<file path="src/rtl/led_seq_pkg.sv">
// ----------------------------------------------------------------------------
// led_seq_pkg : register map, field positions, encodings and step function for
//               the LED sequencer.   Rev 1.0
// ----------------------------------------------------------------------------
`timescale 1ns/1ps
`default_nettype none
package led_seq_pkg;

  localparam logic [2:0] ADDR_CTRL    = 3'd0;
  localparam logic [2:0] ADDR_PERIOD  = 3'd1;
  localparam logic [2:0] ADDR_PATTERN = 3'd2;
  localparam logic [2:0] ADDR_STATUS  = 3'd3;

  localparam int CTRL_EN       = 0;
  localparam int CTRL_MODE_LSB = 1;
  localparam int CTRL_MODE_MSB = 2;
  localparam int CTRL_ONESHOT  = 3;
  localparam int CTRL_IRQ_EN   = 4;
  localparam int CTRL_W        = 5;

  localparam logic [1:0] MODE_HOLD  = 2'b00;
  localparam logic [1:0] MODE_ROT   = 2'b01;
  localparam logic [1:0] MODE_CNT   = 2'b10;
  localparam logic [1:0] MODE_BLINK = 2'b11;

  typedef enum logic [1:0] {
    ST_IDLE = 2'd0,
    ST_RUN  = 2'd1,
    ST_DONE = 2'd2
  } state_e;

  localparam logic [7:0] PERIOD_RST = 8'hFF;

  function automatic logic [7:0] next_pattern(input logic [1:0] mode,
                                              input logic [7:0] w,
                                              input logic [7:0] pat);
    case (mode)
      MODE_ROT:   return {w[6:0], w[7]};
      MODE_CNT:   return w + 8'd1;
      MODE_BLINK: return w ^ pat;
      default:    return w;
    endcase
  endfunction

endpackage
`default_nettype wire

</file>
<file path="src/rtl/led_tick_gen.sv">
// ----------------------------------------------------------------------------
// led_tick_gen : prescaler plus period counter producing the LED step tick.
//                Rev 1.0
// ----------------------------------------------------------------------------
`timescale 1ns/1ps
`default_nettype none
module led_tick_gen #(
  parameter int PRESCALE   = 1000,
  parameter int PRESCALE_W = 10
) (
  input  logic       clk,
  input  logic       rst_n,
  input  logic       i_run,
  input  logic [7:0] i_period,
  output logic       o_tick
);

  localparam logic [PRESCALE_W-1:0] c_pre_last = PRESCALE_W'(PRESCALE - 1);

  logic [PRESCALE_W-1:0] r_pre;
  logic [7:0]            r_pcnt;
  logic                  w_pulse;

  assign w_pulse = i_run && (r_pre == c_pre_last);
  // Compare against the live period so a lowered value fires on the next pulse.
  assign o_tick  = w_pulse && (r_pcnt >= i_period);

  always_ff @(posedge clk or negedge rst_n) begin
    if (!rst_n) begin
      r_pre  <= '0;
      r_pcnt <= '0;
    end else if (!i_run) begin
      r_pre  <= '0;
      r_pcnt <= '0;
    end else begin
      r_pre <= w_pulse ? '0 : r_pre + PRESCALE_W'(1);
      if (o_tick)
        r_pcnt <= '0;
      else if (w_pulse)
        r_pcnt <= r_pcnt + 8'd1;
    end
  end

endmodule
`default_nettype wire

</file>
<file path="src/rtl/led_seq_ctrl.sv">
// ----------------------------------------------------------------------------
// led_seq_ctrl : APB3 slave that steps the LEDCON port on a prescaled tick.
//                Rev 1.0
// ----------------------------------------------------------------------------
`timescale 1ns/1ps
`default_nettype none
module led_seq_ctrl #(
  parameter int PRESCALE   = 1000,
  parameter int PRESCALE_W = 10
) (
  input  logic       PCLK,
  input  logic       PRESERN,
  input  logic       PSEL,
  input  logic       PENABLE,
  input  logic       PWRITE,
  input  logic [4:0] PADDR,
  input  logic [7:0] PWDATA,
  output logic [7:0] PRDATA,
  output logic       PREADY,
  output logic       PSLVERR,
  output logic [7:0] LEDCON,
  output logic       IRQ,
  output logic [4:0] TPS
);
  import led_seq_pkg::*;

  logic [2:0]        w_reg;
  logic              w_acc, w_mapped, w_wr;
  logic              w_wr_ctrl, w_wr_period, w_wr_pattern, w_wr_status;
  logic              w_unused_addr;
  state_e            r_state, w_next;
  logic [CTRL_W-1:0] r_ctrl;
  logic [7:0]        r_period, r_pattern, r_w;
  logic              r_done, r_irq;
  logic [2:0]        r_step;
  logic              w_run, w_tick, w_do_step, w_finish, w_enter_run;

  assign w_reg         = PADDR[4:2];
  assign w_unused_addr = ^PADDR[1:0];
  assign w_mapped      = !PADDR[4];
  assign w_acc         = PSEL && PENABLE;
  assign w_wr          = w_acc && PWRITE && w_mapped;
  assign w_wr_ctrl     = w_wr && (w_reg == ADDR_CTRL);
  assign w_wr_period   = w_wr && (w_reg == ADDR_PERIOD);
  assign w_wr_pattern  = w_wr && (w_reg == ADDR_PATTERN);
  assign w_wr_status   = w_wr && (w_reg == ADDR_STATUS);

  assign PREADY  = 1'b1;
  assign PSLVERR = w_acc && !w_mapped;
  assign LEDCON  = r_w;
  assign IRQ     = r_irq;
  assign TPS     = {r_irq, r_state, w_tick, PCLK};
  assign w_run   = (r_state == ST_RUN);

  led_tick_gen #(
    .PRESCALE   (PRESCALE),
    .PRESCALE_W (PRESCALE_W)
  ) u_tick (
    .clk      (PCLK),
    .rst_n    (PRESERN),
    .i_run    (w_run),
    .i_period (r_period),
    .o_tick   (w_tick)
  );

  always_comb begin
    PRDATA = '0;
    if (PSEL && !PWRITE) begin
      case (w_reg)
        ADDR_CTRL:    PRDATA = {3'b000, r_ctrl};
        ADDR_PERIOD:  PRDATA = r_period;
        ADDR_PATTERN: PRDATA = r_pattern;
        ADDR_STATUS:  PRDATA = {6'b0, r_done, w_run};
        default:      PRDATA = '0;
      endcase
    end
  end

  always_ff @(posedge PCLK or negedge PRESERN) begin
    if (!PRESERN)
      r_state <= ST_IDLE;
    else
      r_state <= w_next;
  end

  // A disabling CTRL write outranks a coincident tick: no step is applied.
  always_comb begin
    w_next    = r_state;
    w_do_step = 1'b0;
    w_finish  = 1'b0;
    case (r_state)
      ST_IDLE: if (w_wr_ctrl && PWDATA[CTRL_EN]) w_next = ST_RUN;
      ST_RUN: begin
        if (w_wr_ctrl && !PWDATA[CTRL_EN]) begin
          w_next = ST_IDLE;
        end else if (w_tick) begin
          w_do_step = 1'b1;
          if (r_ctrl[CTRL_ONESHOT] && (r_step == 3'd7)) begin
            w_finish = 1'b1;
            w_next   = ST_DONE;
          end
        end
      end
      ST_DONE: if (w_wr_ctrl) w_next = PWDATA[CTRL_EN] ? ST_RUN : ST_IDLE;
      default: w_next = ST_IDLE;
    endcase
  end

  assign w_enter_run = (w_next == ST_RUN) && (r_state != ST_RUN);

  always_ff @(posedge PCLK or negedge PRESERN) begin
    if (!PRESERN) begin
      r_ctrl    <= '0;
      r_period  <= PERIOD_RST;
      r_pattern <= '0;
      r_done    <= 1'b0;
      r_w       <= '0;
      r_step    <= '0;
      r_irq     <= 1'b0;
    end else begin
      if (w_wr_ctrl)    r_ctrl <= PWDATA[CTRL_W-1:0];
      if (w_finish)     r_ctrl[CTRL_EN] <= 1'b0;
      if (w_wr_period)  r_period <= PWDATA;
      if (w_wr_pattern) r_pattern <= PWDATA;

      if (w_finish)
        r_done <= 1'b1;
      else if (w_wr_status && PWDATA[1])
        r_done <= 1'b0;

      if ((r_state == ST_IDLE) || w_enter_run)
        r_w <= r_pattern;
      else if (w_do_step)
        r_w <= next_pattern(r_ctrl[CTRL_MODE_MSB:CTRL_MODE_LSB], r_w, r_pattern);

      if (w_enter_run)
        r_step <= '0;
      else if (w_do_step)
        r_step <= r_step + 3'd1;

      r_irq <= r_done && r_ctrl[CTRL_IRQ_EN];
    end
  end

endmodule
`default_nettype wire

</file>
<file path="config.mk">
export PLATFORM = sky130hd
export DESIGN_NAME = led_seq_ctrl
export DESIGN_NICKNAME = d
export VERILOG_FILES = /design/src/rtl/led_seq_pkg.sv /design/src/rtl/led_tick_gen.sv /design/src/rtl/led_seq_ctrl.sv
export SDC_FILE = /design/constraint.sdc
export NUM_CORES = 1
export LEC_CHECK = 0
export ABC_AREA = 1
export CAP_MARGIN = 20
export CORE_ASPECT_RATIO = 1.4
export CORE_MARGIN = 8
export CORE_UTILIZATION = 51
export DETAILED_ROUTE_END_ITERATION = 12
export GPL_TIMING_DRIVEN = 1
export PLACE_DENSITY = 0.77
export SETUP_SLACK_MARGIN = 0.5
export SLEW_MARGIN = 20
export SYNTH_ARGS = -nofsm -noshare
export SYNTH_HDL_FRONTEND = slang
export SYNTH_SLANG_ARGS = --single-unit
</file>
<file path="constraint.sdc">
create_clock -name PCLK -period 1.85 [get_ports PCLK]
set_input_delay 0.37 -clock PCLK [delete_from_list [all_inputs] [get_ports PCLK]]
set_output_delay 0.37 -clock PCLK [all_outputs]
set_load 0.005 [all_outputs]
</file>
==> impl_metrics.xml <==
<?xml version="1.0" encoding="UTF-8"?>
<metrics>
  <group name="floorplanning">
    <metric name="placeableCoreArea" unit="mm²">0.00657</metric>
    <metric name="design.die.area" unit="mm²">0.00970</metric>
    <metric name="rows" unit="">35</metric>
    <metric name="floorplan.io_pins" unit="">42</metric>
    <metric name="start_util" unit="%">52.6</metric>
    <metric name="die_w" unit="µm">85.6</metric>
    <metric name="chipHeight" unit="µm">113</metric>
  </group>
  <group name="layout">
    <metric name="filler_cell_count" unit="">403</metric>
    <metric name="num_antenna_cells" unit="">0</metric>
    <metric name="postLayoutCoreUtil" unit="%">79.3</metric>
    <metric name="layout-area-overhead-vs-synth" unit="%">50.7</metric>
    <metric name="layout-drive-gt1-share" unit="%">41.7</metric>
    <metric name="fin_area" unit="mm²">0.00521</metric>
    <metric name="nets" unit="">625</metric>
  </group>
  <group name="yosys">
    <metric name="ys_types" unit="">42</metric>
    <metric name="yosys.area.top_type_share" unit="%">33.3</metric>
    <metric name="yosys.area.top_type" unit="">dfrtp_1</metric>
    <metric name="sequential_fraction_of_the_synthesis_area" unit="%">39.4</metric>
    <metric name="yosys-top-cells-area" unit="">dfrtp_1, nand2_1, nand3_1</metric>
    <metric name="yosys_warnings" unit="">0</metric>
    <metric name="area_of_the_mapped_netlist" unit="mm²">0.00345</metric>
    <metric name="synth_top_cells_by_count" unit="">nand2_1, inv_1, nand3_1, dfrtp_1, nor2_1</metric>
    <metric name="syn_inst" unit="">469</metric>
    <metric name="synth.most_common_cell" unit="">nand2_1</metric>
    <metric name="yosys_register_bits" unit="">54</metric>
    <metric name="ys.flop_type" unit="">dfrtp_1</metric>
    <metric name="synth-edff-count" unit="">0</metric>
    <metric name="syn-num-nets" unit="">502</metric>
    <metric name="avgSynthCellArea" unit="µm²">7.37</metric>
    <metric name="synth_async_sr_flop_share" unit="%">100</metric>
  </group>
  <group name="setup_path">
    <metric name="timing.critical_path.arrival" unit="ps">2120</metric>
    <metric name="worstSetupStartpointType" unit="">flop</metric>
    <metric name="timing.critical_path.mode_cell" unit="">nand2_4</metric>
    <metric name="number_of_cells_on_the_worst_reg_to_reg_path" unit="">14</metric>
    <metric name="r2r_slack" unit="ps">-300</metric>
    <metric name="cp.required" unit="ps">1480</metric>
    <metric name="critical-path-slowest-cell" unit="">dfstp_2</metric>
    <metric name="crit-reg2reg-launch" unit="">r_period[3]</metric>
    <metric name="critPathCaptureType" unit="">primary output</metric>
    <metric name="worstReg2RegEnd" unit="">r_ctrl[0]</metric>
    <metric name="crit_chain" unit="">inv_2 -&gt; ha_4 -&gt; nand2_4 -&gt; nor2_4 -&gt; nor2_1 -&gt; nand2_1 -&gt; nand2_2 -&gt; nand2_4 -&gt; inv_4 -&gt; nor3_4 -&gt; buf_2</metric>
    <metric name="critPathMaxFanout" unit="">2</metric>
    <metric name="crit_family" unit="">simple AND/OR/NAND/NOR gates</metric>
    <metric name="ws_path_type" unit="">reg -&gt; out</metric>
    <metric name="crit_buf_inv" unit="">3</metric>
    <metric name="critical-path-max-stage-delay" unit="ps">570</metric>
    <metric name="cp_num_cells" unit="">11</metric>
  </group>
  <group name="outcome">
    <metric name="violations" unit="">negative setup slack</metric>
    <metric name="status" unit="">complete, but fails checks</metric>
  </group>
  <group name="pwr">
    <metric name="power_leakage" unit="µW">0.00251</metric>
    <metric name="clock_power_share" unit="%">21.0</metric>
    <metric name="internal_power" unit="µW">2910</metric>
    <metric name="finalPower" unit="µW">4800</metric>
    <metric name="p_per_area" unit="mW/mm²">921</metric>
    <metric name="seq_power_share" unit="%">33.3</metric>
    <metric name="p_sw_share" unit="%">39.3</metric>
    <metric name="comb_power_share" unit="%">45.7</metric>
    <metric name="netSwitchingPower" unit="µW">1880</metric>
    <metric name="max-vdd-ir-drop" unit="V">0.000548</metric>
  </group>
  <group name="global_routing">
    <metric name="global_route.overflow_total" unit="">0</metric>
    <metric name="grt_max_degree" unit="">39</metric>
    <metric name="vias_in_the_first_global_route" unit="">3946</metric>
    <metric name="globalRouteTotalUtil" unit="%">24.2</metric>
    <metric name="grt_antenna_before_repair" unit="">0</metric>
    <metric name="wire_length_of_the_first_global_routing_pass" unit="mm">18.6</metric>
  </group>
  <group name="routing">
    <metric name="detail_route.wl_per_cell" unit="µm">19.5</metric>
    <metric name="viasPerCell" unit="">5.99</metric>
    <metric name="route.antenna.remaining_nets" unit="">0</metric>
    <metric name="dr.pass1.iters" unit="">6</metric>
    <metric name="route.detailed.drc" unit="">0</metric>
    <metric name="detail_route.wirelength" unit="mm">13.0</metric>
    <metric name="via_count" unit="">3997</metric>
    <metric name="drt-initial-drc-count" unit="">394</metric>
  </group>
  <group name="sta">
    <metric name="period_share" unit="%">135</metric>
    <metric name="postLayoutSetupSlackWorst" unit="ps">-639</metric>
    <metric name="total_negative_setup_slacks" unit="ps">-6350</metric>
    <metric name="minimum_period_implied_by_the_final_worst_setup_slack" unit="ps">2490</metric>
    <metric name="finalHoldViolCount" unit="">0</metric>
    <metric name="finalSetupViolations" unit="">29</metric>
    <metric name="clock_skew" unit="ps">14.4</metric>
    <metric name="rsz0062_at_grt" unit="">yes</metric>
    <metric name="fmax" unit="GHz">0.402</metric>
    <metric name="timing_max_transition_violations_final" unit="">0</metric>
  </group>
  <group name="placed_design">
    <metric name="dp_worst_slack" unit="ps">-677</metric>
    <metric name="port-buffer-count" unit="">38</metric>
    <metric name="dp.final_hpwl" unit="mm">7.07</metric>
    <metric name="postPlaceCellArea" unit="mm²">0.00430</metric>
    <metric name="routabilityCongestion" unit="">0.881</metric>
  </group>
  <group name="run">
    <metric name="drv.max_cap_violation_count" unit="">0</metric>
  </group>
  <group name="cts">
    <metric name="clk_pin_slew_worst_paths" unit="ps">110</metric>
    <metric name="clk_latency_worst_skew_pair" unit="ps">430</metric>
    <metric name="cts_tree" unit="">done</metric>
  </group>
  <group name="worst_hold_path">
    <metric name="hold_path.class" unit="">in -&gt; async</metric>
  </group>
</metrics>
## routing by layer
layer	wire (µm)	up-vias	global-route usage (%)
met1	4590	1907	25.4
met5	0	-	0
met2	6620	270	42.5
li1	-	1751	-
met4	744	0	16.9
met3	1020	69	4.53
## sequential cells by signal (all words and copies together) (netlist names), 2 cells and up
name / count
r_ctrl: 5
u_tick.r_pcnt: 8
r_step: 3
r_state: 2
u_tick.r_pre: 10
r_pattern: 8
r_period: 8
LEDCON: 8
## how the worst max path moves through the flow
stage                      endpoint         from  slack, ps
after floorplan              TPS[1]  r_period[1]        -20
after global placement    PRDATA[1]     PADDR[4]       -640
after detailed placement  PRDATA[4]     PADDR[2]       -680
after CTS                    TPS[1]  r_period[3]       -530
after global routing         TPS[1]  r_period[3]       -690
final                        TPS[1]  r_period[3]       -640
## what timing repair did
item | 4_1_cts | 5_1_grt
hold buffers | 1 | 0
pin swaps | 20 | 17
setup endpoints to repair | 69 | 59
endpoints found under the hold margin | 16 | 0
buffers inserted | 22 | 11
resized for setup | 216 | 45
## metrics by stage
stage	cells	hold WS, ps
after floorplan	469	74.4
after global placement	622	321
after detailed placement	622	329
after CTS	656	420
after global routing	667	449
final	667	400
## final cells by class
cell class / instances / area (µm²) / share of cell area (%)
clock buffers: 10 / 140 / 2.69
clock inverters: 2 / 16.3 / 0.312
inverters: 70 / 268 / 5.14
multi-input cells: 331 / 2260 / 43.4
flip-flops and latches: 54 / 1370 / 26.3
well taps: 74 / 92.6 / 1.78
repair buffers: 126 / 1060 / 20.4
## cell families after synthesis
family,after synthesis,synth area share (%)
flip-flops,54,39.4
XOR/XNOR,8,2.03
buffers and inverters,84,10.0
AO/OA/AOI/OAI,62,10.1
adder cells (fa/ha/maj),15,5.43
AND/OR/NAND/NOR,244,32.6
multiplexers,1,0.326
other,1,0.109
## power groups by stage
stage	Clock [µW]	Combinational, µW	Sequential, µW
floorplan	48.8	917	1580
finish	1010	2190	1600
global route	1050	2380	1610
CTS	971	1890	1560
detailed placement	45.5	1460	1690
global placement	45.5	1420	1680
## cell usage in the layout, fill, tap and decap left out, types with 6 or more instances in the layout
cell             count
nand3_2             16
o21ai_1              8
o21ai_0             22
dfstp_2              8
ha_1                 9
nor2_1              22
clkdlybuf4s50_1      8
nand2_4              7
buf_6               27
inv_2               13
clkbuf_8             8
inv_1               55
dfrtp_2              7
a21oi_1              6
nand2_1            115
nand2_2              9
dfrtp_1             39
nand3_1             35
nor2_4               9
buf_4               68
buf_2               16
Power figures use the tool's default switching activity.
